==> src/rtl/duty_ramp_pkg.sv <==
// Shared types and step arithmetic for the duty_ramp block.
`timescale 1ns/1ps
package duty_ramp_pkg;

  localparam int DUTY_W = 8;
  localparam int PC_W   = 8;

  typedef enum logic [1:0] {
    IDLE      = 2'd0,
    RAMP_UP   = 2'd1,
    RAMP_DOWN = 2'd2
  } ramp_state_t;

  // One ramp step toward target; 9-bit math so neither direction can wrap or overshoot.
  function automatic logic [DUTY_W-1:0] step_toward(
    input logic [DUTY_W-1:0] duty,
    input logic [DUTY_W-1:0] target,
    input logic [DUTY_W-1:0] step,
    input logic              up
  );
    logic [DUTY_W:0]   acc;
    logic [DUTY_W-1:0] res;
    if (up) begin
      acc = {1'b0, duty} + {1'b0, step};
      res = (acc >= {1'b0, target}) ? target : acc[DUTY_W-1:0];
    end else begin
      acc = {1'b0, duty} - {1'b0, step};
      res = (acc[DUTY_W] || (acc[DUTY_W-1:0] <= target)) ? target : acc[DUTY_W-1:0];
    end
    return res;
  endfunction

endpackage

==> src/rtl/duty_ramp_period_timebase.sv <==
// Free-running PWM period counter; period_tick marks the last clock of each period.
// Latency: period_tick is combinational from the registered counter.
// Backpressure: none, the counter never stalls.
`timescale 1ns/1ps
module period_timebase
  import duty_ramp_pkg::*;
(
  input  logic clk,
  input  logic rst,
  output logic period_tick
);

  logic [PC_W-1:0] pc;

  always_ff @(posedge clk or posedge rst) begin
    if (rst) begin
      pc <= '0;
    end else begin
      pc <= pc + 1'b1;
    end
  end

  assign period_tick = (pc == {PC_W{1'b1}});

endmodule

==> src/rtl/duty_ramp.sv <==
// Ramps a registered PWM duty toward an accepted target by STEP every PERIODS_PER_STEP periods; DUTY_RAMP_LIMIT_EN clamps targets to DUTY_MAX.
// Latency: duty moves only on the edge ending a period_tick cycle; state returns to IDLE with the final step.
// Backpressure: tgt_ready is low for the whole ramp; offers made while busy are dropped, hold freezes progress.
`timescale 1ns/1ps
module duty_ramp
  import duty_ramp_pkg::*;
#(
  parameter logic [DUTY_W-1:0] STEP             = 8'd1,
  parameter int                PERIODS_PER_STEP = 4,
  parameter logic [DUTY_W-1:0] DUTY_MAX         = 8'd240
) (
  input  logic              clk,
  input  logic              rst,
  input  logic              tgt_valid,
  input  logic [DUTY_W-1:0] tgt_duty,
  output logic              tgt_ready,
  input  logic              hold,
  output logic [DUTY_W-1:0] duty_cycle,
  output logic              ramp_busy,
  output logic              period_tick
);

`ifdef DUTY_RAMP_LIMIT_EN
  localparam bit LIMIT_EN = 1'b1;
`else
  localparam bit LIMIT_EN = 1'b0;
`endif

  localparam logic [7:0] DIV_LAST = 8'(PERIODS_PER_STEP - 1);

  ramp_state_t       state;
  logic [DUTY_W-1:0] target;
  logic [7:0]        div;
  logic [DUTY_W-1:0] tgt_clamped;
  logic [DUTY_W-1:0] duty_next;
  logic              step_now;

  period_timebase u_timebase (
    .clk         (clk),
    .rst         (rst),
    .period_tick (period_tick)
  );

  // With the limit disabled this folds away and the target passes through untouched.
  assign tgt_clamped = (LIMIT_EN && (tgt_duty > DUTY_MAX)) ? DUTY_MAX : tgt_duty;

  always_comb begin
    duty_next = step_toward(duty_cycle, target, STEP, state == RAMP_UP);
  end

  assign step_now  = period_tick && !hold && (div == DIV_LAST);
  assign tgt_ready = (state == IDLE);
  assign ramp_busy = (state != IDLE);

  always_ff @(posedge clk or posedge rst) begin
    if (rst) begin
      state      <= IDLE;
      target     <= '0;
      duty_cycle <= '0;
      div        <= '0;
    end else begin
      unique case (state)
        IDLE: begin
          // A tick coinciding with acceptance is not counted toward the first step.
          if (tgt_valid) begin
            target <= tgt_clamped;
            div    <= '0;
            if (tgt_clamped > duty_cycle) begin
              state <= RAMP_UP;
            end else if (tgt_clamped < duty_cycle) begin
              state <= RAMP_DOWN;
            end
          end
        end
        RAMP_UP, RAMP_DOWN: begin
          if (step_now) begin
            div        <= '0;
            duty_cycle <= duty_next;
            if (duty_next == target) begin
              state <= IDLE;
            end
          end else if (period_tick && !hold) begin
            div <= div + 8'd1;
          end
        end
        default: state <= IDLE;
      endcase
    end
  end

endmodule

==> config.mk <==
export PLATFORM = sky130hd
export DESIGN_NAME = duty_ramp
export DESIGN_NICKNAME = d
export VERILOG_FILES = /design/src/rtl/duty_ramp_pkg.sv /design/src/rtl/duty_ramp_period_timebase.sv /design/src/rtl/duty_ramp.sv
export SDC_FILE = /design/constraint.sdc
export NUM_CORES = 1
export LEC_CHECK = 0
export ABC_AREA = 1
export CAP_MARGIN = 5
export CORE_ASPECT_RATIO = 1.2
export CORE_MARGIN = 10
export CORE_UTILIZATION = 37
export DETAILED_ROUTE_END_ITERATION = 10
export HOLD_SLACK_MARGIN = 0.02
export SKIP_LAST_GASP = 1
export SLEW_MARGIN = 30
export SYNTH_ARGS = -nofsm -noshare
export SYNTH_HDL_FRONTEND = slang
export SYNTH_SLANG_ARGS = --single-unit
==> constraint.sdc <==
create_clock -name clk -period 3.2 [get_ports clk]
set_input_delay 0.64 -clock clk [delete_from_list [all_inputs] [get_ports clk]]
set_output_delay 0.64 -clock clk [all_outputs]
set_load 0.1 [all_outputs]
* Yosys cells after proc, flatten, opt, wreduce, memory -nomap -nowiden *
Index checks and enable logic that the tools add are counted.

cells by class
  shift-type cells = 0
  muxes and demuxes = 13
  add/sub/neg operators = 4
  magnitude comparators = 4
  multiply operators = 0
  reductions and logical operators = 12
  equal/unequal tests = 10
  bitwise operators = 0
  div/mod/pow operators = 0

operators by type and width
  cell                                                   count
  2-to-1 mux 8 bit                                       6
  adder 8 x 1 -> 8 bit, second input constant            2
  one-hot mux 8 bit (2 select lines)                     1
  2-to-1 mux 2 bit                                       5
  adder 8 x 1 -> 9 bit, second input constant            1
  greater-or-equal comparator 9 x 8 -> 1 bit             1
  subtractor 8 x 1 -> 9 bit, second input constant       1
  equality test 8 x 2 -> 1 bit, second input constant    1
  equality test 8 bit                                    1
  equality test 8 bit, second input constant             1
  > comparator 8 bit                                     1
  less-or-equal comparator 8 bit                         1
  less-than comparator 8 bit                             1
  inequality test 2 bit, second input constant           3
  one-hot mux 2 bit (2 select lines)                     1
  AND reduction 2 bit                                    2
  AND reduction 4 bit                                    1
  nonzero test 2 bit                                     2
  inequality test 3 x 1 -> 1 bit, second input constant  1
  inequality test 3 bit, second input constant           1
  AND reduction 3 bit                                    1
  equality test 2 x 1 -> 1 bit, second input constant    1
  equality test 2 bit, second input constant             1
  logical AND 1 bit                                      2
  other kinds (4)                                        4

word-level totals
  bits in read-only memories = 0
  input port bits = 12
  memories = 0
  latch bits = 0
  word-level logic and storage cells = 48
  bits in registers = 34
  bits in writable memories = 0

* Longest topological paths before layout *
Gate-level depths: netlist (run 1).

  word-level depth = 9
  gate-level depth with buffers = 27
  gate-level depth less buffers = 26

* Hierarchy *
Synthesis (run 1) repeated with hierarchy kept, for this count alone.

second synthesis, totals
  cell total of the unflattened synthesis = 421
  area, all modules = 2924.1 µm²

modules (own cells, without submodules)
  module           cells an instance  instances  area each (µm²)
  duty_ramp        382                1          2570.0
  period_timebase  39                 1          354.1

* Worst setup path before layout (run 1) *
No wires, ideal clock.

  path kind = register to register
  start = register u_timebase.pc[0]
  end = register state[1]
  arrival time = 3.789 ns
  path slack = -0.707 ns
  data required time = 3.083 ns
  library setup time = 0.117 ns
  period minus slack after synthesis = 3.907 ns
  path buffers = 0
  cell stages (with the launch flop) = 13
  cell sequence = dfrtp_1 -> ha_1 -> nand3_1 -> nor3_1 -> nand2_1 -> nor2_1 -> nand2_1 -> nor2_1 -> nand3_1 -> o21bai_2 -> nand2_2 -> nand2_1 -> nand2_1

on the way
  longest elaborated chain between the ends = 5

ends and longest elaborated chain
  what                             line                             text
  start, declared                  duty_ramp_period_timebase.sv:13  logic [PC_W-1:0] pc;
  start signal, assigned           duty_ramp_period_timebase.sv:19  pc <= pc + 1'b1;
  equality test 8 bit              duty_ramp_period_timebase.sv:23  assign period_tick = (pc == {PC_W{1'b1}});
  named net period_tick            duty_ramp.sv:20                  output logic period_tick
  logical AND 1 bit (2 in series)  duty_ramp.sv:51                  assign step_now = period_tick && !hold && (div == DIV_LAST);
  inequality test 2 bit (no line)  -
  AND reduction 4 bit (no line)    -
  end signal, assigned             duty_ramp.sv:57                  state <= IDLE;
  end signal, assigned             duty_ramp.sv:69                  state <= RAMP_UP;
  end signal, assigned             duty_ramp.sv:71                  state <= RAMP_DOWN;
  end, declared                    duty_ramp.sv:31                  ramp_state_t state;

The timed path passes the listed nets, and every way through them passes these cells.
A chain may end at the register's enable or synchronous reset.

* Worst setup path after layout (run 1) *
  start = register duty_cycle[1]
  end = register state[1]

on the way
  longest elaborated chain between the ends = 8

ends and longest elaborated chain
  what                             line                 text
  start, declared                  duty_ramp.sv:18      output logic [DUTY_W-1:0] duty_cycle,
  start signal, assigned           duty_ramp.sv:78      duty_cycle <= duty_next;
  subtractor 8 x 1 -> 9 bit        duty_ramp_pkg.sv:27  acc = {1'b0, duty} - {1'b0, step};
  less-or-equal comparator 8 bit   duty_ramp_pkg.sv:28  res = (acc[DUTY_W] || (acc[DUTY_W-1:0] <= target)) ? target : acc[DUTY_W-1:0];
  logical OR 1 bit                 duty_ramp_pkg.sv:28
  2-to-1 mux 8 bit                 duty_ramp_pkg.sv:28
  2-to-1 mux 8 bit                 duty_ramp_pkg.sv:23  if (up) begin
  equality test 8 bit              duty_ramp.sv:79      if (duty_next == target) begin
  inequality test 2 bit (no line)  -
  AND reduction 4 bit (no line)    -
  end signal, assigned             duty_ramp.sv:71
  end signal, assigned             duty_ramp.sv:80      state <= IDLE;
  end signal, assigned             duty_ramp.sv:86      default: state <= IDLE;

Parallel ways exist; a longest one is shown, timed or not. The select of a mux whose other input is x is not followed.

==> results of run 1 <==
[cell type report]
| class | instances | share of cell area |
|---|---|---|
| flip-flops and latches | 34 | 0.231 |
| well taps | 92 | 0.0308 |
| repair buffers | 53 | 0.115 |
| inverters | 62 | 0.0649 |
| multi-input cells | 321 | 0.529 |
| clock buffers | 8 | 0.0294 |
[layout by cell type, fill, tap and decap left out, types with 5 or more instances in the layout]
cell,synthesis,routed
nand2_1,114,105
inv_1,55,51
nand3_1,53,48
buf_4,1,41
nor2_1,28,27
dfrtp_1,34,27
ha_1,29,26
o21ai_0,20,18
a21oi_1,16,16
nand2_2,6,15
clkdlybuf4s50_1,0,11
nand3_2,4,9
inv_2,6,8
xor2_1,11,8
clkbuf_8,0,8
nand4_1,5,5
dfrtp_2,0,5
[metrics by stage]
| stage | setup slack, ns | instances |
|---|---|---|
| final | 0.0722 | 570 |
| after detailed placement | -0.0825 | 542 |
| after global placement | 0.00228 | 542 |
| after global routing | -0.138 | 570 |
| after CTS | 0.00772 | 559 |
| after floorplan | 0.00994 | 421 |
[synthesized netlist by cell type, types with 2 or more instances]
cell / instances / area [sq um]
dfrtp_1: 34 / 851
o211ai_1: 3 / 22.5
buf_6: 2 / 22.5
nand4_1: 5 / 31.3
inv_2: 6 / 22.5
nor2_4: 2 / 22.5
nor2_1: 28 / 105
nor3_1: 7 / 35.0
nor3_2: 2 / 20.0
nand2_2: 6 / 37.5
clkbuf_1: 3 / 11.3
or2_2: 2 / 12.5
nand2_1: 114 / 428
nand3_1: 53 / 265
nand3_2: 4 / 40.0
xnor2_1: 4 / 35.0
inv_1: 55 / 206
a21oi_1: 16 / 80.1
a22oi_1: 2 / 15.0
ha_1: 29 / 363
xor2_1: 11 / 96.3
o21ai_0: 20 / 100
[layer usage]
| metal | global-route usage | vias up |
|---|---|---|
| li1 | - | 1476 |
| met1 | 0.159 | 1320 |
| met2 | 0.225 | 85 |
| met3 | 0.0164 | 19 |
| met4 | 0.0515 | 0 |
| met5 | 0 | - |
[flip-flops by register name (all words and copies together), names as in the netlist]
name           cells
div                8
duty_cycle         8
state              2
target             8
u_timebase.pc      8
[final timing paths]
kind,endpoint,slack [ns],startpoint
min reg2reg,u_timebase.pc[0],0.46,u_timebase.pc[0]
max,state[1],0.07,duty_cycle[1]
min,u_timebase.pc[0],0.46,u_timebase.pc[0]
min in group asynchronous,target[0],0.74,rst
max reg2reg,state[1],0.07,duty_cycle[1]
max in group asynchronous,duty_cycle[5],2.09,rst
[logic make-up after synthesis]
group           Yosys count  share of synthesized area
buf+inv                  69                     0.0999
simple gates            229                      0.354
flops                    34                      0.289
xor+xnor                 15                     0.0446
compound gates           45                     0.0893
fa+ha+maj                29                      0.123
[where the power goes]
| group | leakage, nW | switching [mW] | internal [mW] |
|---|---|---|---|
| clock network | 0.0575 | 0.156 | 0.217 |
| logic | 1.45 | 0.926 | 0.520 |
| registers | 0.422 | 0.0665 | 0.506 |
| total | 1.93 | 1.15 | 1.24 |
[what timing repair did]
item	CTS	global route
hold buffers	0	0
cloned	1	2
gates resized for setup	8	26
pin swaps	5	18
buffers inserted	8	9
endpoints found under the setup margin	2	2
[worst max-delay path: cells and delay by family (launching register included)]
family          cells  cell delay (ns)
compound gates      2             0.27
xor+xnor            1             0.16
buf+inv             3             0.29
flops               1             0.51
fa+ha+maj           2             0.40
simple gates       13             1.37
==> summary.md, run 1 <==
| Metric | Value |
|---|---|
| Gp weighted congestion | 0.898 |
| CP Max Fanout | 7 |
| Post-synthesis cell count | 421 |
| Hold crit path type | reg2reg |
| Post-place instance area | 0.00334 sq mm |
| First-pass DRT Iterations | 5 |
| Max Cap Viol | 0 |
| Slew margin rel. | 0.649 |
| Max Clock Skew | 0.00799 ns |
| Leak Pwr | about 1.9 nW |
| Metal-1 WL | between 3000 and 4000 um |
| CTS tree | done |
| Synth Net Count | ~460 |
| Max stage delay on crit path | approximately 0.51 ns |
| Die Ht | 118 um |
| Vias | 2,900 |
| ANT cells | 0 |
| PwrDens | 639 mW/mm^2 |
| Yosys reg bits | 34 |
| Syn. warnings | 0 |
| Vias/cell | approximately 5.1 |
| Primary FF master, synth | dfrtp_1 |
| Max Clk Rate | between 300 and 400 MHz |
| Largest net degree at the start of global routing | 35 |
| HPWL after detailed placement | between 6000 and 7000 um |
| Worst-path cell chain | inv_6 > ha_4 > nand3_2 > or2_4 > xor2_2 > inv_2 > ha_4 > nand4_1 > nor3_2 > nor2_4 > buf_4 > nand2_2 > o211ai_1 > nand2_1 > nand2_1 > nand2_1 > nand3_2 > o21bai_4 > nand2_2 > nand2_1 > nand2_1 |
| Routed Antenna Nets | 0 |
| VDD IR max | 599 uV |
| Gr usage total | 0.131 |
| Final Cell Area | 0.00374 sq mm |
| Routed wire per std cell | about 14 um |
| CP startpoint kind | register |
| Residual DRC | 0 |
| Worst path most repeated cell | nand2_1 |
| FFs w/ async S/R, synth | 1.00 |
| Hold Slack | 0.459 ns |
| Design Power | around 2.4 mW |
| Grt ovf | 0 |
| First-pass GRT wire length | roughly 13,000 um |
| Cell Rows | 35 |
| Minimum clock period | roughly 3.1 ns |
| Mapped cell area | between 0.002 and 0.003 sq mm |
| Initial Util | 0.382 |
| Slowest-stage cell, CP | dfrtp_4 |
| EDFF count, synth | 0 |
| Area growth, synth to finish | 27.0% |
| # clock sinks | 34 |
| Clock Tree Buf Depth | 2 |
| FILL cells | between 700 and 800 |
| Initial antenna violation count | 0 |
| Final Util | 0.485 |
| Fin crit share | 0.977 |
| Final number of hold-violating endpoints | 0 |
| Multi-input gate area | about 0.0020 sq mm |
| Clock tree root buffer cell | clkbuf_8 |
| Final setup viols | 0 |
| Crit Path Category | reg2reg |
| CTS clk-pin slew, worst paths | about 0.070 ns |
| Max Transition Viols Final | 0 |
| Number of global-route vias before repair | about 2,800 |
| CP required | roughly 3.4 ns |
| Routed wl met3 | approximately 360 um |
| Met2 WL | about 4100 um |
| Unrepaired setup endpoints after global routing | yes |
| Core ar. | about 0.0077 sq mm |
| Distinct cells, synth | 35 |
| Ratio of cells with drive above 1 in the final layout | 0.243 |
| Tightest Pin Transition | roughly 0.53 ns |
| CP Capture Type | register |
| Status | completed |
| Final nets | around 520 |
| Post-synthesis sequential area ratio | 0.289 |
| I/O pin count | 23 |
| H-tree lvl count | 2 |
| Detailed Route WL | between 8000 and 9000 um |
| Port bufs | 22 |
| Die Wd | slightly above 100 um |
| Die area | around 0.012 sq mm |
| Worst EP arrival | approximately 3.3 ns |
| Register area | 865 sq um |
| Top routing layer in use | met4 |
| Hold Crit Depth | 1 |
| Initial detailed-routing violation count | approximately 180 |
| Mean Syn Cell Area | 6.99 sq um |
| Clock buffers created by TritonCTS | 5 |
| Final TNS setup | 0 ns |
| Worst-skew pair later-pin latency | 0.28 ns |
| Worst r2r path cells | 21 |
Note: power is estimated with default switching activity, not from simulation.
==> run 2, diff against run 1 <==
SKIP_LAST_GASP = unset   (was 1)
==> results of run 2 <==
The final DEF is identical to that of run 1; final timing and power are the same.
==> run 3, diff against run 2 <==
SKIP_LAST_GASP = 1   (was unset)
SYNTH_HIERARCHICAL = 1   (was unset)
==> run 3 against run 2 <==
Compared with the run above: global-route usage grew 1.3 points; combinational power grew 33%; synthesized cell count unchanged; setup slack gained 0.022 ns; sequential power is 3% higher; critical path depth is 4 higher; cell area rose by 4.6%; cell count grew 0.53%; non-clock buffer count increased by 5; maximum frequency rose by 0.69%; critical endpoint is now state[0]; critical path type unchanged; utilization grew 2.2 points; area after synthesis decreased by 0.68%.
==> summary.md, run 3 <==
| Metric | Value |
|---|---|
| CP Max Fanout | 5 (was 7) |
| Hold EP | u_timebase/pc[0] (was u_timebase.pc[0]) |
| Worst r2r path cells | 25 (was 21) |
| First-pass GRT wire length | 14,400 um (was 13,000 um) |
| Mean Syn Cell Area | 6.95 sq um (was 6.99 sq um) |
| Gp weighted congestion | 0.907 (was 0.898) |
| Hold Crit Depth | 1 (unchanged) |
| Number of global-route vias before repair | 3,004 (was 2,774) |
| Initial antenna violation count | 0 (unchanged) |
| Routed Antenna Nets | 0 (unchanged) |
| # hold bufs at CTS | 0 (unchanged) |
| Post-synthesis sequential area ratio | 0.291 (was 0.289) |
| Final nets | 521 (was 518) |
| Port bufs | 22 (unchanged) |
| PwrDens | 733 mW/mm^2 (was 639 mW/mm^2) |
| Slew margin rel. | 0.475 (was 0.649) |
| EDFF count, synth | 0 (unchanged) |
| DP Worst Slack | -0.286 ns (was -0.0825 ns) |
| Post-synthesis cell count | 421 (unchanged) |
| CP Capture Type | register (unchanged) |
| Most common library cells after synthesis | nand2_1 (97), nand3_1 (66), inv_1 (58), dfrtp_1 (34), nor2_1 (32) (was nand2_1 (114), inv_1 (55), nand3_1 (53), dfrtp_1 (34), ha_1 (29)) |
| HP Start | u_timebase/pc[0] (was u_timebase.pc[0]) |
| Synth Net Count | 462 (unchanged) |
| ANT cells | 0 (unchanged) |
| Cell taking the most area after synthesis | dfrtp_1 (unchanged) |
| Final Util | 0.507 (was 0.485) |
| Clock buffers created by TritonCTS | 5 (unchanged) |
| CP startpoint kind | register (unchanged) |
| Dpl cells | 540 (was 542) |
| First-pass DRT Iterations | 5 (unchanged) |
| Most common cell in the netlist | nand2_1 (unchanged) |
| Die Wd | 101 um (about the same) |
| Worst EP arrival | 3.29 ns (was 3.31 ns) |
| CTS clk-pin slew, worst paths | 0.07 ns (about the same) |
| Max Clock Skew | 0.00800 ns (was 0.00799 ns) |
| Clock tree root buffer cell | clkbuf_8 (unchanged) |
| Initial detailed-routing violation count | 157 (was 184) |
| Status | completed (unchanged) |
| Die area | 0.0119 sq mm (about the same) |
| Cell Rows | 35 (unchanged) |
| CTS tree | done (unchanged) |
| VDD IR max | 651 uV (was 599 uV) |
| Design Power | 2.87 mW (was 2.39 mW) |
| H-tree lvl count | 2 (unchanged) |
| FFs w/ async S/R, synth | 1.00 (unchanged) |
| Max Cap Viol | 0 (unchanged) |
| Clock Tree Buf Depth | 2 (unchanged) |
| Leak Pwr | 1.89 nW (was 1.93 nW) |
| Vias | 3,072 (was 2,900) |
| Final setup viols | 0 (unchanged) |
| CP required | 3.39 ns (was 3.38 ns) |
| Primary FF master, synth | dfrtp_1 (unchanged) |
| Final number of hold-violating endpoints | 0 (unchanged) |
| Final WS setup | 0.0937 ns (was 0.0722 ns) |
| Area growth, synth to finish | 33.8% (was 27.0%) |
| Tightest Pin Transition | 0.786 ns (was 0.526 ns) |
| Ratio of cells with drive above 1 in the final layout | 0.274 (was 0.243) |
| Commonest non-fill, non-tap cell in the layout | nand2_1 (unchanged) |
| Mapped cell area | 0.00292 sq mm (was 0.00294 sq mm) |
| Die Ht | 117 um (was 118 um) |
| Crit Path Category | reg2reg (unchanged) |
| Vias/cell | 5.36 (was 5.09) |
| Max Transition Viols Final | 0 (unchanged) |
| Grt ovf | 0 (unchanged) |
| Worst R2R Setup Slack | 0.09 ns (was 0.07 ns) |
| Worst r2r dst | state[0] (was state[1]) |
| Routed wire per std cell | 15.6 um (was 14.4 um) |
| Distinct cells, synth | 33 (was 35) |
| Top post-synthesis cells by area | dfrtp_1 (29%), nand2_1 (12%), ha_1 (12%), nand3_1 (11%), inv_1 (7.4%) (was dfrtp_1 (29%), nand2_1 (15%), ha_1 (12%), nand3_1 (9.0%), inv_1 (7.0%)) |
| Hold crit path type | reg2reg (unchanged) |
| Gr usage total | 0.145 (was 0.131) |
| I/O pin count | 23 (unchanged) |
| Fin crit share | 0.971 (was 0.977) |
| Detailed Route WL | 8940 um (was 8210 um) |
| Worst-skew pair later-pin latency | 0.29 ns (was 0.28 ns) |
| Residual DRC | 0 (unchanged) |
| Unrepaired setup endpoints after global routing | yes (unchanged) |
| Most frequent cells in the layout | nand2_1 (91), nand3_1 (53), inv_1 (52) (was nand2_1 (105), inv_1 (51), nand3_1 (48)) |
| R2r startpoint | duty_cycle[0] (was duty_cycle[1]) |
| HPWL after detailed placement | 6530 um (was 6370 um) |
| Max Clk Rate | 322 MHz (was 320 MHz) |
| Non-Filler Instances | 573 (was 570) |
| Largest net degree at the start of global routing | 20 (was 35) |
| Core ar. | 0.00771 sq mm (unchanged) |
| Initial Util | 0.379 (was 0.382) |
| Minimum clock period | 3.11 ns (was 3.13 ns) |
| # clock sinks | 34 (unchanged) |
| Yosys reg bits | 34 (unchanged) |
| Yosys top cell area share | 0.291 (was 0.289) |
| Syn. warnings | 6 (was 0) |
run 3: what timing repair did:
action                                  CTS  global route
pin swaps                                 9            31
setup buffers                             9            13
endpoints found under the hold margin     0             0
resized for setup                        13            56
endpoints found under the setup margin    2             3
cloned                                    1             2
run 3: worst max-delay path, cell delays in order (launching register included):
cell     delay (ns)
dfrtp_4        0.46
buf_6          0.13
ha_4           0.15
nand3_4        0.08
buf_4          0.15
o31ai_2        0.20
nand2_1        0.14
inv_1          0.08
ha_1           0.24
nand2_1        0.08
inv_1          0.04
nand2_1        0.05
nand2_1        0.06
nand2_2        0.14
buf_4          0.16
nand3_1        0.10
nand3_2        0.10
nand3_1        0.08
nand2_1        0.08
nand3_1        0.07
nor2_1         0.10
nand2_1        0.08
nand2_2        0.08
nand2_2        0.05
nand2_1        0.06
nand2_1        0.04
run 3: cells by family (layout without fill, tap and decap cells):
kind of cell | count (synthesis) | count (layout) | synth area share
AO/OA/AOI/OAI | 47 | 47 | 0.0946
XOR/XNOR | 12 | 12 | 0.0359
adder cells (fa/ha/maj) | 29 | 29 | 0.124
buffers and inverters | 70 | 128 | 0.0980
flip-flops | 34 | 34 | 0.291
AND/OR/NAND/NOR | 229 | 231 | 0.356
run 3: how the worst max path moves through the flow:
stage,start,endpoint
floorplan,duty_cycle[2],state[1]
global placement,duty_cycle[0],state[0]
detailed placement,duty_cycle[0],state[1]
CTS,duty_cycle[0],state[1]
global route,duty_cycle[0],state[0]
finish,duty_cycle[0],state[0]
run 3: area by class of cell:
cell class                 instances  area (sq um)
inverter                          62           244
multi-input combinational        319          2110
sequential                        34           865
fill                             760          3800
tap                               92           115
clock buffer                       6          82.6
timing repair buffer              58           478
clock inverter                     2          12.5
run 3: per-layer routing:
metal	up-vias	wire [um]	track usage
li1	1513	-	-
met5	-	0	0
met2	103	4580	0.249
met3	21	448	0.0229
met4	0	216	0.0445
met1	1435	3700	0.176
run 3: power by group:
part / leakage (nW) / internal (mW) / switching (mW) / total, mW
logic: 1.44 / 0.699 / 1.23 / 1.93
clock network: 0.0472 / 0.173 / 0.173 / 0.346
registers: 0.405 / 0.509 / 0.0803 / 0.590
total: 1.89 / 1.38 / 1.49 / 2.87
run 3: per-stage QoR:
stage / area [sq um] / hold WS [ns] / TNS, ns
3_3_place_gp: 3300 / 0.455 / -0.567
4_1_cts: 3530 / 0.486 / 0
5_1_grt: 3910 / 0.497 / -0.194
3_5_place_dp: 3300 / 0.464 / -0.566
2_1_floorplan: 2950 / 0.438 / 0
6_report: 3910 / 0.481 / 0
